--- src/rtl/align_norm_shifter.sv ---
// align_norm_shifter: multi-cycle mantissa shifter: right-align with guard/round/sticky, or left-normalise to a leading one.
// Latency: load on the accepting edge, up to STEP positions per edge, done pulses after edge n+1 (n = shifting edges).
// Backpressure: start is taken only while busy=0; a start while busy is dropped (no queueing), results hold until the next accept.
//
// Ports:
//   Clk             clock, rising edge
//   Clear           asynchronous active-high reset, abandons any operation in flight
//   start/mode      request and operation select (0 = align right, 1 = normalise left)
//   I/shamt         mantissa and shift amount (align: exact amount, normalise: maximum)
//   A/guard/round   shifted mantissa and the two bits below it
//   sticky          OR of every bit shifted out below the round position
//   count           positions actually shifted
//   busy/done/zero  operation in progress, one-cycle completion pulse, result-is-zero flag
//
// Build option: define ALIGN_NORM_SHIFTER_NORM_EN to compile in normalise (mode 1).
// Without it, mode is ignored, every operation is an align, and no leading-zero logic exists.

module align_norm_shifter #(
  parameter int W    = 24,
  parameter int SW   = 8,
  parameter int STEP = 1
) (
  input  logic          Clk,
  input  logic          Clear,
  input  logic          start,
  input  logic          mode,
  input  logic [W-1:0]  I,
  input  logic [SW-1:0] shamt,
  output logic [W-1:0]  A,
  output logic          guard,
  output logic          round,
  output logic          sticky,
  output logic [SW-1:0] count,
  output logic          busy,
  output logic          done,
  output logic          zero
);

  // Extended register: mantissa plus guard and round positions.
  localparam int EW = W + 2;
  // Bits examined per edge; clipped so tiny mantissas with a wide STEP never index past the register.
  localparam int NB = (STEP < EW) ? STEP : EW;
  localparam logic [SW-1:0] STEP_SW = SW'(STEP);

  typedef enum logic {
    IDLE  = 1'b0,
    SHIFT = 1'b1
  } state_t;

  state_t        state_q, state_d;
  logic [EW-1:0] ext_q, ext_d;
  logic          sticky_q, sticky_d;
  logic [SW-1:0] count_q, count_d;
  logic [SW-1:0] rem_q, rem_d;
  logic          zero_q, zero_d;
  logic          done_q, done_d;

  logic [SW-1:0] k;
  logic          lost;

`ifdef ALIGN_NORM_SHIFTER_NORM_EN
  logic          mode_q, mode_d;
  logic [SW-1:0] lz;
`else
  logic          mode_unused;
  assign mode_unused = mode;
`endif

  always_comb begin
    state_d  = state_q;
    ext_d    = ext_q;
    sticky_d = sticky_q;
    count_d  = count_q;
    rem_d    = rem_q;
    zero_d   = zero_q;
    done_d   = 1'b0;
    k        = '0;
    lost     = 1'b0;
`ifdef ALIGN_NORM_SHIFTER_NORM_EN
    mode_d   = mode_q;
    lz       = '0;
`endif

    case (state_q)
      IDLE: begin
        if (start) begin
          ext_d    = {I, 2'b00};
          sticky_d = 1'b0;
          count_d  = '0;
          // In normalise, rem counts down the remaining shift budget (shamt - count).
          rem_d    = shamt;
          zero_d   = 1'b0;
          state_d  = SHIFT;
`ifdef ALIGN_NORM_SHIFTER_NORM_EN
          mode_d   = mode;
`endif
        end
      end

      SHIFT: begin
`ifdef ALIGN_NORM_SHIFTER_NORM_EN
        if (mode_q) begin
          if (ext_q[EW-1] || (rem_q == '0) || (ext_q == '0)) begin
            state_d = IDLE;
            done_d  = 1'b1;
            zero_d  = (ext_q == '0);
          end else begin
            // Leading zeros within the top NB bits only; all-zero window reads as NB.
            lz = SW'(NB);
            for (int i = NB - 1; i >= 0; i--) begin
              if (ext_q[EW-1-i]) begin
                lz = SW'(i);
              end
            end
            k = STEP_SW;
            if (rem_q < k) begin
              k = rem_q;
            end
            if (lz < k) begin
              k = lz;
            end
            ext_d   = ext_q << k;
            rem_d   = rem_q - k;
            count_d = count_q + k;
          end
        end else
`endif
        begin
          if ((rem_q == '0) || (ext_q == '0)) begin
            state_d = IDLE;
            done_d  = 1'b1;
            zero_d  = (ext_q == '0);
          end else begin
            k = (rem_q < STEP_SW) ? rem_q : STEP_SW;
            // Bits leaving through ext[0] this edge feed the sticky.
            for (int i = 0; i < NB; i++) begin
              if (i < int'(k)) begin
                lost = lost | ext_q[i];
              end
            end
            ext_d    = ext_q >> k;
            sticky_d = sticky_q | lost;
            rem_d    = rem_q - k;
            count_d  = count_q + k;
          end
        end
      end

      default: begin
        state_d = IDLE;
      end
    endcase
  end

  always_ff @(posedge Clk or posedge Clear) begin
    if (Clear) begin
      state_q  <= IDLE;
      ext_q    <= '0;
      sticky_q <= 1'b0;
      count_q  <= '0;
      rem_q    <= '0;
      zero_q   <= 1'b0;
      done_q   <= 1'b0;
`ifdef ALIGN_NORM_SHIFTER_NORM_EN
      mode_q   <= 1'b0;
`endif
    end else begin
      state_q  <= state_d;
      ext_q    <= ext_d;
      sticky_q <= sticky_d;
      count_q  <= count_d;
      rem_q    <= rem_d;
      zero_q   <= zero_d;
      done_q   <= done_d;
`ifdef ALIGN_NORM_SHIFTER_NORM_EN
      mode_q   <= mode_d;
`endif
    end
  end

  assign A      = ext_q[EW-1:2];
  assign guard  = ext_q[1];
  assign round  = ext_q[0];
  assign sticky = sticky_q;
  assign count  = count_q;
  assign busy   = (state_q == SHIFT);
  assign done   = done_q;
  assign zero   = zero_q;

endmodule

--- config.mk ---
export PLATFORM = sky130hd
export DESIGN_NAME = align_norm_shifter
export DESIGN_NICKNAME = d
export VERILOG_FILES = /design/src/rtl/align_norm_shifter.sv
export SDC_FILE = /design/constraint.sdc
export NUM_CORES = 1
export LEC_CHECK = 0
export BUFFER_PORTS_ARGS = -buffer_cell sky130_fd_sc_hd__buf_2
export CAP_MARGIN = 20
export CORE_MARGIN = 8
export CORE_UTILIZATION = 23
export CTS_BUF_LIST = sky130_fd_sc_hd__clkbuf_16
export DETAILED_ROUTE_END_ITERATION = 8
export GPL_TIMING_DRIVEN = 0
export PLACE_DENSITY = 0.41
export SYNTH_ARGS = -nofsm -noshare
export SYNTH_HDL_FRONTEND = slang
export SYNTH_SLANG_ARGS = --single-unit
--- constraint.sdc ---
create_clock -name Clk -period 2.55 [get_ports Clk]
set_input_delay 0.51 -clock Clk [delete_from_list [all_inputs] [get_ports Clk]]
set_output_delay 0.51 -clock Clk [all_outputs]
set_load 0.005 [all_outputs]
# After elaboration in Yosys (flattened, before gate mapping)

Index checks and enable logic that the tools add are counted.

Logic and storage cells: 45
Output and inout port bits: 38
Register bits: 46
Bits of input ports: 36

Reductions and logical operators: 5
$add $sub $neg: 2
Shifts and indexed selects: 1
Equality and inequality tests: 3
Multiplexer cells: 23
Order comparisons: 2
Bitwise operators: 2

Operators with widths:

| operator           | number |
|---|---|
| $mux 26            | 2 |
| $pmux 26 s2        | 1 |
| $mux 8             | 5 |
| $pmux 8 s2         | 2 |
| $logic_not 26->1   | 1 |
| $shr 26x8->26      | 1 |
| $mux 1             | 10 |
| $add 8x8->8        | 1 |
| $logic_not 8->1    | 1 |
| $lt 1x8->1 const A | 1 |
| $lt 8x1->1 const B | 1 |
| $sub 8x8->8        | 1 |
| $pmux 1 s2         | 3 |
| $ne 2x2->1 const B | 2 |
| $reduce_and 2->1   | 2 |
| $ne 2x1->1 const B | 1 |
| $logic_or 1x1->1   | 1 |
| $not 1->1          | 1 |
| $or 1x1->1         | 1 |

# Depth between registers and ports, before layout

Gate-level depths: netlist (run 1).

Word-level depth: 9
Gate-level depth with buffers: 11
Depth with buffers taken out: 10

# Least setup slack after synthesis (run 1)

Ideal clock, no wire load.

Path type: register to register
Start point: register rem_q[3]
End point: register count_q[6] (netlist: count[6])
Path buffers: 1
Data required time: 2422 ps
Setup time: 128 ps
Arrival time: 2592 ps
Cell stages (with the launch flop): 12
Setup slack: -170 ps
Clock period less this slack: 2720 ps
Cell sequence: dfrtp_1 > buf_6 > or4_4 > nor3_1 > inv_1 > ha_1 > fa_1 > a21oi_1 > o211ai_1 > a21oi_1 > xor2_1 > o21ai_0

Longest elaborated chain between the ends: 5
Elaborated cells on any way between the ends: 9
Those cells by class: add/sub (1); order compare (1); eq/ne (1); mux (3); reduce/logical (3)

RTL lines:

| what                   | line | source |
|---|---|---|
| start, declared        | 54   | `logic [SW-1:0] rem_q, rem_d;` |
| start signal, assigned | 172  | `rem_q <= rem_d;` |
| $lt 8x1->1             | 134  | `k = (rem_q < STEP_SW) ? rem_q : STEP_SW;` |
| $mux 8                 | 134  |  |
| $add 8x8->8            | 144  | `count_d = count_q + k;` |
| $mux 8                 | 129  | `if ((rem_q == '0) \|\| (ext_q == '0)) begin` |
| $pmux 8 s2             | 84   | `case (state_q)` |
| end signal, assigned   | 171  | `count_q <= count_d;` |
| end, declared          | 53   | `logic [SW-1:0] count_q, count_d;` |

Several ways; a longest one is shown, not always the timed one. The select of a mux whose other input is x is not followed.
A chain may end at the register's enable or synchronous reset.

# Final worst setup path (run 1)

Same ends and word-level chain as after synthesis.

==> results of run 1 <==
==> power by group <==
group,switching [mW],leakage (nW),internal (mW)
sequential,0.381,0.542,1.10
clock,0.283,0.0915,0.559
combinational,1.04,0.846,0.950
total,1.70,1.48,2.61
==> cells in the mapped netlist (2+ instances only) <==
cell,count
or3_1,3
inv_1,6
buf_6,3
o22ai_1,23
nor2_2,10
nor3_1,2
a21oi_1,7
a22o_1,9
xnor2_1,2
and2_1,2
nand2b_1,2
o311ai_0,3
clkbuf_1,6
nor2b_1,3
ha_1,8
xor2_1,3
o211ai_1,3
nand2_1,9
mux2i_1,2
dfrtp_1,46
nor4_1,9
o21ai_0,8
nor2_1,42
buf_2,5
nand3_1,9
==> timing repair <==
item / 4_1_cts / 5_1_grt
setup endpoints to repair: 3 / 3
pin swaps: 7 / 3
gates resized for setup: 5 / 2
setup buffers: 5 / 2
endpoints found under the hold margin: 0 / 0
==> per-stage QoR <==
step                utilization, %  hold slack, ns  instances  total power [mW]
floorplan                        -           0.480        251              2.72
CTS                           31.4           0.286        472              4.35
detailed placement            29.1           0.487        460              3.43
global placement              28.9           0.489        459              3.40
global route                  31.6           0.307        474              4.71
finish                        31.6           0.263        475              4.31
==> worst register-to-register path, cell delays in order, from the launching register on <==
cell      delay (ns)
dfrtp_2         0.41
or4_4           0.54
nor3_4          0.16
inv_2           0.07
ha_4            0.16
fa_2            0.36
a21oi_2         0.16
o211ai_1        0.12
a21oi_2         0.15
xor2_1          0.16
o21ai_1         0.07
==> sequential cells by signal, indices dropped and copies added, names as in the netlist <==
register / flops
count: 8
rem_q: 8
ext_q: 26
done: 1
sticky: 1
zero: 1
busy: 1
==> per-layer routing <==
metal	vias up	GRT usage, %	routed length, µm
met5	-	0	0
met4	0	2.16	33
met3	4	4.80	593
met2	59	16.2	3250
met1	1034	13.8	3430
li1	1067	-	-
==> cell families (layout without fill, tap and decap cells) <==
group	after synthesis	count (layout)	share of synthesized area, %
simple gates	98	98	20.6
compound gates	62	62	18.3
flops	46	46	48.5
buf+inv	22	109	4.69
fa+ha+maj	9	9	5.06
xor+xnor	5	5	1.85
mux	2	2	0.843
other cells	1	8	0.158
==> worst max-delay path by stage <==
stage	endpoint	slack, ns
global route	count[6]$_DFFE_PP0P_	-0.14
finish	count[6]$_DFFE_PP0P_	0.05
detailed placement	count[6]$_DFFE_PP0P_	-0.18
global placement	count[6]$_DFFE_PP0P_	-0.18
CTS	count[6]$_DFFE_PP0P_	-0.03
floorplan	count[6]$_DFFE_PP0P_	0.09
==> final cells by class <==
| class | count | area, µm² |
|---|---|---|
| Inverter | 7 | 26.3 |
| Buffer | 14 | 73.8 |
| Fill cell | 1124 | 6970 |
| Sequential cell | 46 | 1150 |
| Tap cell | 136 | 170 |
| Antenna cell | 1 | 2.50 |
| Multi-Input combinational cell | 183 | 1170 |
| Timing Repair Buffer | 80 | 433 |
| Clock inverter | 3 | 63.8 |
| Clock buffer | 5 | 125 |
==> reports/metrics.cfg, run 1 <==
[drt]
dr.pass1.iters=4
routed_wl_mm=7.31
route.vias.total=2164
route.detailed.drc=0
drt_iter0_markers=59
drtAntennaViolNets=0
post_drt_wl_per_cell_um=15.4
viasPerCell=4.56

[setup_path]
reg2reg_depth=10
path_class=reg -> reg
crit_fanout=2
crit_slowest_cell=or4_4
cp.required_ns=2.72
worst_setup_path_start_kind=flop
cp.arrival_ns=2.66
crit_family=simple AND/OR/NAND/NOR gates
cp.depth=10
crit_chain=or4_4, nor3_4, inv_2, ha_4, fa_2, a21oi_2, o211ai_1, a21oi_2, xor2_1, o21ai_1
cpMostUsedCell=a21oi_2
crit_start=rem_q[3]$_DFFE_PP0P_
ff2ff_setup_slack_ns=0.05
r2r_start=rem_q[3]$_DFFE_PP0P_
critPathCaptureType=flop
cpPeakStageDelay_ns=0.54
rr_endpoint=count[6]$_DFFE_PP0P_
crit_buf_inv=1

[clock_network]
max-clock-path-buffers=2
cts-buffers-inserted=5
cts_sinks=46
clock_latency_ns=0.29
clk_pin_slew_ns=0.07
ctsHtreeMaxLevel=2
cts_tree=done
cts_root_buf=clkbuf_16
hold_buffers=0

[layout]
area_delta_synth_final_pct=35.6
layout_common_cells=buf_2, dfrtp_1, nor2_1
fin_area_um2=3220
layout.nets=382
drive_above_1_share_pct=35.2
final_common_cell=buf_2

[pwr]
power.density_nw_per_um2=1340
peakVddDrop_v=0.000425
leakagePower_nw=1.48

[global_routing]
grt_pass1_wl_mm=12.1
grt_antenna_before_repair=0
grt-ovfl-total=0
grt_usage_pct=10.7
grt_max_degree=26
grt_pass1_vias=2313

[yosys]
avgSynthCellArea_um2=9.69
ys_dominant_reg_cell=dfrtp_1
synth.ff_latch_count=46
synth_top_cell_by_area=dfrtp_1
ys_seq_area_share_pct=48.5
syn_area_um2=2370
synth_area_leaders=dfrtp_1, nor2_1, o22ai_1
yosysTopAreaCellShare_pct=48.5
synth_edf_count=0
synthDistinctLibCells=45
yosysWarnings=0
synthCells=245
async_flop_share_pct=100

[floorplan]
num_rows=37
initial_utilization_pct=23.3
core-area_um2=10200
ios=74
die_h_um=118
dieArea_um2=13800
chipWidth_um=118

[placement]
dp_hpwl_mm=5.46
gp_congestion=0.725
place_area_um2=2960
dpl_worst_slack_ns=-0.178
io_buffers=72

[sta]
setup_viol=0
fin_crit_sh_pct=97.9
clock.fmax_mhz=400
grt_setup_unrepaired=yes
drv_slew=0
worst_slew_pin_slew_ns=0.544
fin_crit_ns=2.50
worst_slack_ns=0.0528
finClkSkew_ns=0.00345
fin_setup_tns_ns=0
finalHoldViolations=0
maxSlewHeadroom_pct=63.7

[flow_run]
max-cap-violations=0

[min_path]
holdCritPathClass=in -> async

[status]
outcome=completed

Power figures use the tool's default switching activity.
==> run 2: changes to the inputs <==
--- a/config.mk
+++ b/config.mk
@@ -12,7 +12,7 @@
 export CTS_BUF_LIST = sky130_fd_sc_hd__clkbuf_16
 export DETAILED_ROUTE_END_ITERATION = 8
 export GPL_TIMING_DRIVEN = 0
-export PLACE_DENSITY = 0.41
+export PLACE_DENSITY = 0.44
 export SYNTH_ARGS = -nofsm -noshare
 export SYNTH_HDL_FRONTEND = slang
 export SYNTH_SLANG_ARGS = --single-unit
==> run 2 against run 1 <==
  * Clock skew up 0.0023 ns
  * Power down 4.6%
  * Worst setup slack worse by 0.026 ns
  * Clock power down 26%
  * Non-clock buffer count unchanged
  * Combinational power about the same
  * Final cell count down 0.42%
  * Sequential share of layout area up 0.57 points
  * Via count unchanged
  * First-iteration DRC count up 71%
  * Critical path depth unchanged
  * Global-route usage about the same
==> reports/metrics.cfg, run 2 (synthesis gave the netlist of run 1 again) <==
[drt]
route.detailed.drc=0  ; unchanged
drt_iter0_markers=101  ; +71%
drtAntennaViolNets=0  ; unchanged
dr.pass1.iters=4  ; unchanged
route.vias.total=2164  ; unchanged
viasPerCell=4.58  ; +0.42%
post_drt_wl_per_cell_um=15.5  ; +0.70%
routed_wl_mm=7.33  ; +0.27%

[sta]
fin_crit_ns=2.52  ; +0.0263 ns
maxSlewHeadroom_pct=62.2  ; -1.5 points
grt_setup_unrepaired=yes
worst_slew_pin_slew_ns=0.567  ; +0.0231 ns
drv_slew=0  ; unchanged
fin_crit_sh_pct=99.0  ; +1.0 points
finClkSkew_ns=0.00572  ; +0.00226 ns
hold_ws_ns=0.163  ; -0.0998 ns
clock.fmax_mhz=396  ; -1.0%
setup_viol=0  ; unchanged
worst_slack_ns=0.0265  ; -0.0263 ns
fin_setup_tns_ns=0  ; unchanged
finalHoldViolations=0  ; unchanged

[placement]
placed_cells=460  ; unchanged
gp_congestion=0.758  ; +4.5%
place_area_um2=2960  ; unchanged
dp_hpwl_mm=5.43  ; -0.57%
io_buffers=72  ; unchanged
dpl_worst_slack_ns=-0.142  ; +0.0356 ns

[clock_network]
max-clock-path-buffers=2  ; unchanged
cts-buffers-inserted=5  ; unchanged
cts_sinks=46  ; unchanged
clk_pin_slew_ns=0.06  ; about the same
hold_buffers=0  ; unchanged
cts_root_buf=clkbuf_16
cts_tree=done
ctsHtreeMaxLevel=2  ; unchanged
clock_latency_ns=0.28  ; about the same

[layout]
drive_above_1_share_pct=35.6  ; +0.40 points
final_cells=473  ; -0.42%
antennaDiodeCount=0  ; -1
largest_reg_flops=26  ; unchanged
post-route-util_pct=31.1  ; -0.49 points
layout.nets=382  ; unchanged
fin_area_um2=3170  ; -1.6%
final_common_cell=buf_2
top_register=ext_q
layout_common_cells=buf_2, dfrtp_1, nor2_1
area_delta_synth_final_pct=33.5

[floorplan]
initial_utilization_pct=23.3  ; unchanged
num_rows=37  ; unchanged
die_h_um=118  ; unchanged
chipWidth_um=118  ; unchanged
dieArea_um2=13800  ; unchanged
core-area_um2=10200  ; unchanged
ios=74  ; unchanged

[setup_path]
rr_endpoint=count[6]$_DFFE_PP0P_
ff2ff_setup_slack_ns=0.03  ; -0.03 ns
reg2reg_depth=10  ; unchanged
cpPeakStageDelay_ns=0.56  ; +0.02 ns
critPathCaptureType=flop
crit_fanout=2  ; unchanged
crit_slowest_cell=or4_4
path_class=reg -> reg
worst_setup_path_start_kind=flop
r2r_start=rem_q[3]$_DFFE_PP0P_
cp.required_ns=2.72  ; about the same
crit_chain=or4_4, nor3_4, inv_2, ha_4, fa_2, a21oi_2, o211ai_1, a21oi_1, xor2_1, o21ai_1
cp.arrival_ns=2.69  ; +0.03 ns

[pwr]
leakagePower_nw=1.46  ; -1.4%
peakVddDrop_v=0.000383  ; -9.8%
power.density_nw_per_um2=1300  ; -3.1%
finalPower_mw=4.11  ; -4.6%

[global_routing]
grt_pass1_wl_mm=12.2  ; +0.96%
grt_pass1_vias=2390  ; +3.3%
grt_usage_pct=10.7  ; -0.018 points
grt_antenna_before_repair=0  ; unchanged
grt-ovfl-total=0  ; unchanged
grt_max_degree=36  ; +38%

[min_path]
holdCritPathClass=in -> async

[status]
outcome=completed

[flow_run]
max-cap-violations=0  ; unchanged

## run 2: where the power goes
| group | switching, mW | total, mW | internal, mW |
|---|---|---|---|
| registers | 0.382 | 1.48 | 1.10 |
| clock network | 0.270 | 0.625 | 0.354 |
| logic | 1.05 | 2.00 | 0.956 |
## run 2: worst max-delay path: cells and delay by family, from the launching register on
kind / cells / cell delay, ns
AND/OR/NAND/NOR: 2 / 0.72
adder cells (fa/ha/maj): 2 / 0.52
AO/OA/AOI/OAI: 4 / 0.52
flip-flops: 1 / 0.41
XOR/XNOR: 1 / 0.17
buffers and inverters: 1 / 0.07
## run 2: timing repair
| action | in CTS | in global routing |
|---|---|---|
| resized for setup | 4 | 4 |
| buffers inserted | 6 | 1 |
| endpoints found under the hold margin | 0 | 0 |
| pin swaps | 8 | 6 |
| setup endpoints to repair | 3 | 5 |
## run 2: final cells by class
cell class / count / area (µm²)
fillers: 1091 / 7020
multi-input cells: 183 / 1180
flip-flops and latches: 46 / 1150
repair buffers: 80 / 433
well taps: 136 / 170
clock buffers: 5 / 125
plain buffers: 14 / 73.8
inverters: 7 / 26.3
clock inverters: 2 / 10.0
## run 2: worst max path at each step
| stage | to | slack [ns] | start |
|---|---|---|---|
| 2_1_floorplan | count[6]$_DFFE_PP0P_ | 0.09 | rem_q[4]$_DFFE_PP0P_ |
| 3_3_place_gp | count[6]$_DFFE_PP0P_ | -0.15 | rem_q[4]$_DFFE_PP0P_ |
| 3_5_place_dp | count[6]$_DFFE_PP0P_ | -0.14 | rem_q[4]$_DFFE_PP0P_ |
| 4_1_cts | count[6]$_DFFE_PP0P_ | -0.05 | rem_q[6]$_DFFE_PP0P_ |
| 5_1_grt | count[6]$_DFFE_PP0P_ | -0.11 | rem_q[3]$_DFFE_PP0P_ |
| 6_report | count[6]$_DFFE_PP0P_ | 0.03 | rem_q[3]$_DFFE_PP0P_ |
## run 2: layer usage
layer / part of all wire, % / global-route usage (%) / wire (µm)
met5: 0 / 0 / 0
met4: 0.63 / 2.64 / 46
met3: 4.4 / 3.36 / 321
met2: 46 / 17.1 / 3360
met1: 49 / 13.7 / 3600
==> run 3: changes to the inputs <==
--- a/config.mk
+++ b/config.mk
@@ -13,6 +13,7 @@
 export DETAILED_ROUTE_END_ITERATION = 8
 export GPL_TIMING_DRIVEN = 0
 export PLACE_DENSITY = 0.44
+export SETUP_SLACK_MARGIN = 0.1
 export SYNTH_ARGS = -nofsm -noshare
 export SYNTH_HDL_FRONTEND = slang
 export SYNTH_SLANG_ARGS = --single-unit
==> run 3 against run 2 <==
  * Sequential cell count did not move
  * Global-route usage fell by 0.088 points
  * Die area did not move
  * Combinational power grew 2%
  * Non-clock buffer count grew 2
  * Clock skew fell by 0.00095 ns
  * Fmax is 0.87% lower
  * Via count fell by 2.4%
  * Critical endpoint unchanged
==> reports/metrics.cfg, run 3 (synthesis gave the netlist of run 1 again) <==
[status]
outcome=completed

[sta]
worst_slew_pin_slew_ns=0.531  ; -0.0369 ns
fin_crit_sh_pct=99.8  ; +0.87 points
maxSlewHeadroom_pct=64.6  ; +2.5 points
clock.fmax_mhz=393  ; -0.87%
fin_crit_ns=2.55  ; +0.0221 ns
setup_viol=0  ; unchanged
grt_setup_unrepaired=yes
drv_slew=0  ; unchanged
finClkSkew_ns=0.00477  ; -0.000945 ns
finalHoldViolations=0  ; unchanged

[placement]
dp_hpwl_mm=5.48  ; +0.84%
gp_congestion=0.753  ; -0.69%
placed_cells=460  ; unchanged
io_buffers=72  ; unchanged

[setup_path]
crit_fanout=2  ; unchanged
cp.arrival_ns=2.72  ; +0.03 ns
worst_setup_path_start_kind=flop
path_class=reg -> reg
cp.required_ns=2.72  ; about the same
ff2ff_setup_slack_ns=0.004  ; -0.02 ns
critPathCaptureType=flop

[drt]
met1_length_mm=3.53  ; -2.1%
routed-wl-met2_mm=3.40  ; +1.2%
route.detailed.drc=0  ; unchanged
route.vias.total=2111  ; -2.4%
routed-wl-met3_um=356  ; +11%
drtAntennaViolNets=0  ; unchanged
post_drt_wl_per_cell_um=15.4  ; -0.44%
routed_wl_mm=7.34  ; +0.19%
dr.pass1.iters=4  ; unchanged
highest_layer=met4
viasPerCell=4.43  ; -3.1%
drt_iter0_markers=67  ; -34%

[clock_network]
cts-buffers-inserted=5  ; unchanged
cts_tree=done
hold_buffers=0  ; unchanged
ctsHtreeMaxLevel=2  ; unchanged
clk_pin_slew_ns=0.06  ; about the same
max-clock-path-buffers=2  ; unchanged
clock_latency_ns=0.28  ; about the same
cts_root_buf=clkbuf_16
cts_sinks=46  ; unchanged

[floorplan]
num_rows=37  ; unchanged
core-area_um2=10200  ; unchanged
initial_utilization_pct=23.3  ; unchanged
dieArea_um2=13800  ; unchanged
ios=74  ; unchanged
die_h_um=118  ; unchanged
chipWidth_um=118  ; unchanged

[global_routing]
grt_antenna_before_repair=0  ; unchanged
grt_pass1_vias=2304  ; -3.6%
grt_max_degree=30  ; -17%
grt_usage_pct=10.6  ; -0.088 points
grt-ovfl-total=0  ; unchanged
grt_pass1_wl_mm=12.0  ; -2.2%

[pwr]
peakVddDrop_v=0.000406  ; +5.9%
power.density_nw_per_um2=1300  ; +0.24%
leakagePower_nw=1.47  ; +0.88%

[layout]
final_cells=476  ; +0.63%
final_common_cell=buf_2
area_delta_synth_final_pct=34.7
largest_reg_flops=26  ; unchanged
layout.nets=384  ; +0.52%
drive_above_1_share_pct=35.7  ; +0.085 points
post-route-util_pct=31.4  ; +0.27 points
top_register=ext_q
layout_common_cells=buf_2, dfrtp_1, nor2_1

[min_path]
holdCritPathClass=in -> async

[flow_run]
max-cap-violations=0  ; unchanged

[run 3: cell type report]
| type | instances | area, µm² |
|---|---|---|
| diodes | 1 | 2.50 |
| plain buffers | 15 | 85.1 |
| clock buffers | 5 | 125 |
| clock inverters | 2 | 10.0 |
| fillers | 1106 | 6990 |
| inverters | 7 | 26.3 |
| multi-input cells | 183 | 1190 |
| flip-flops and latches | 46 | 1150 |
| well taps | 136 | 170 |
| repair buffers | 81 | 440 |
[run 3: worst max-delay path, cell delays in order, from the launching register on]
cell and delay (ns):
dfrtp_1 0.37, buf_6 0.11, or4_4 0.53, nor3_4 0.17
inv_2 0.07, ha_4 0.16, fa_2 0.35, a21oi_2 0.15
o211ai_1 0.10, a21oi_1 0.16, xor2_1 0.17, o21ai_1 0.08
[run 3: through the flow]
step	hold WS (ns)	power, mW	cell area (µm²)	setup slack [ns]	setup TNS (ns)
2_1_floorplan	0.480	2.72	2410	0.107	0
3_3_place_gp	0.486	3.39	2940	-0.147	-0.152
3_5_place_dp	0.486	3.42	2960	-0.122	-0.122
4_1_cts	0.228	4.16	3160	-0.117	-0.127
5_1_grt	0.251	4.53	3190	-0.146	-0.275
6_report	0.224	4.15	3200	0.00445	0
[run 3: what timing repair did]
item	in CTS	in global routing
pin swaps	10	9
buffers inserted	5	3
gates resized for setup	6	2
endpoints found under the setup margin	3	19
[run 3: path summary, 6_finish.rpt]
kind,start,to,cells past startpoint
max,rem_q[3]$_DFFE_PP0P_,count[6]$_DFFE_PP0P_,11
min,Clear,ext_q[17]$_DFFE_PP0P_,2
max reg2reg,rem_q[3]$_DFFE_PP0P_,count[6]$_DFFE_PP0P_,11
min reg2reg,zero$_DFFE_PP0P_,zero$_DFFE_PP0P_,1
max in group asynchronous,Clear,count[1]$_DFFE_PP0P_,3
min in group Clk,shamt[4],rem_q[4]$_DFFE_PP0P_,3
[run 3: metal layers]
layer,GRT usage (%),vias up
met5,0,-
met4,3.12,0
met3,3.07,7
met2,16.9,52
met1,13.7,986
li1,-,1066
[run 3: report_power, final]
group	total, mW	switching (mW)	internal, mW
Combinational	2.04	1.05	0.992
Clock	0.628	0.274	0.355
Sequential	1.49	0.390	1.10
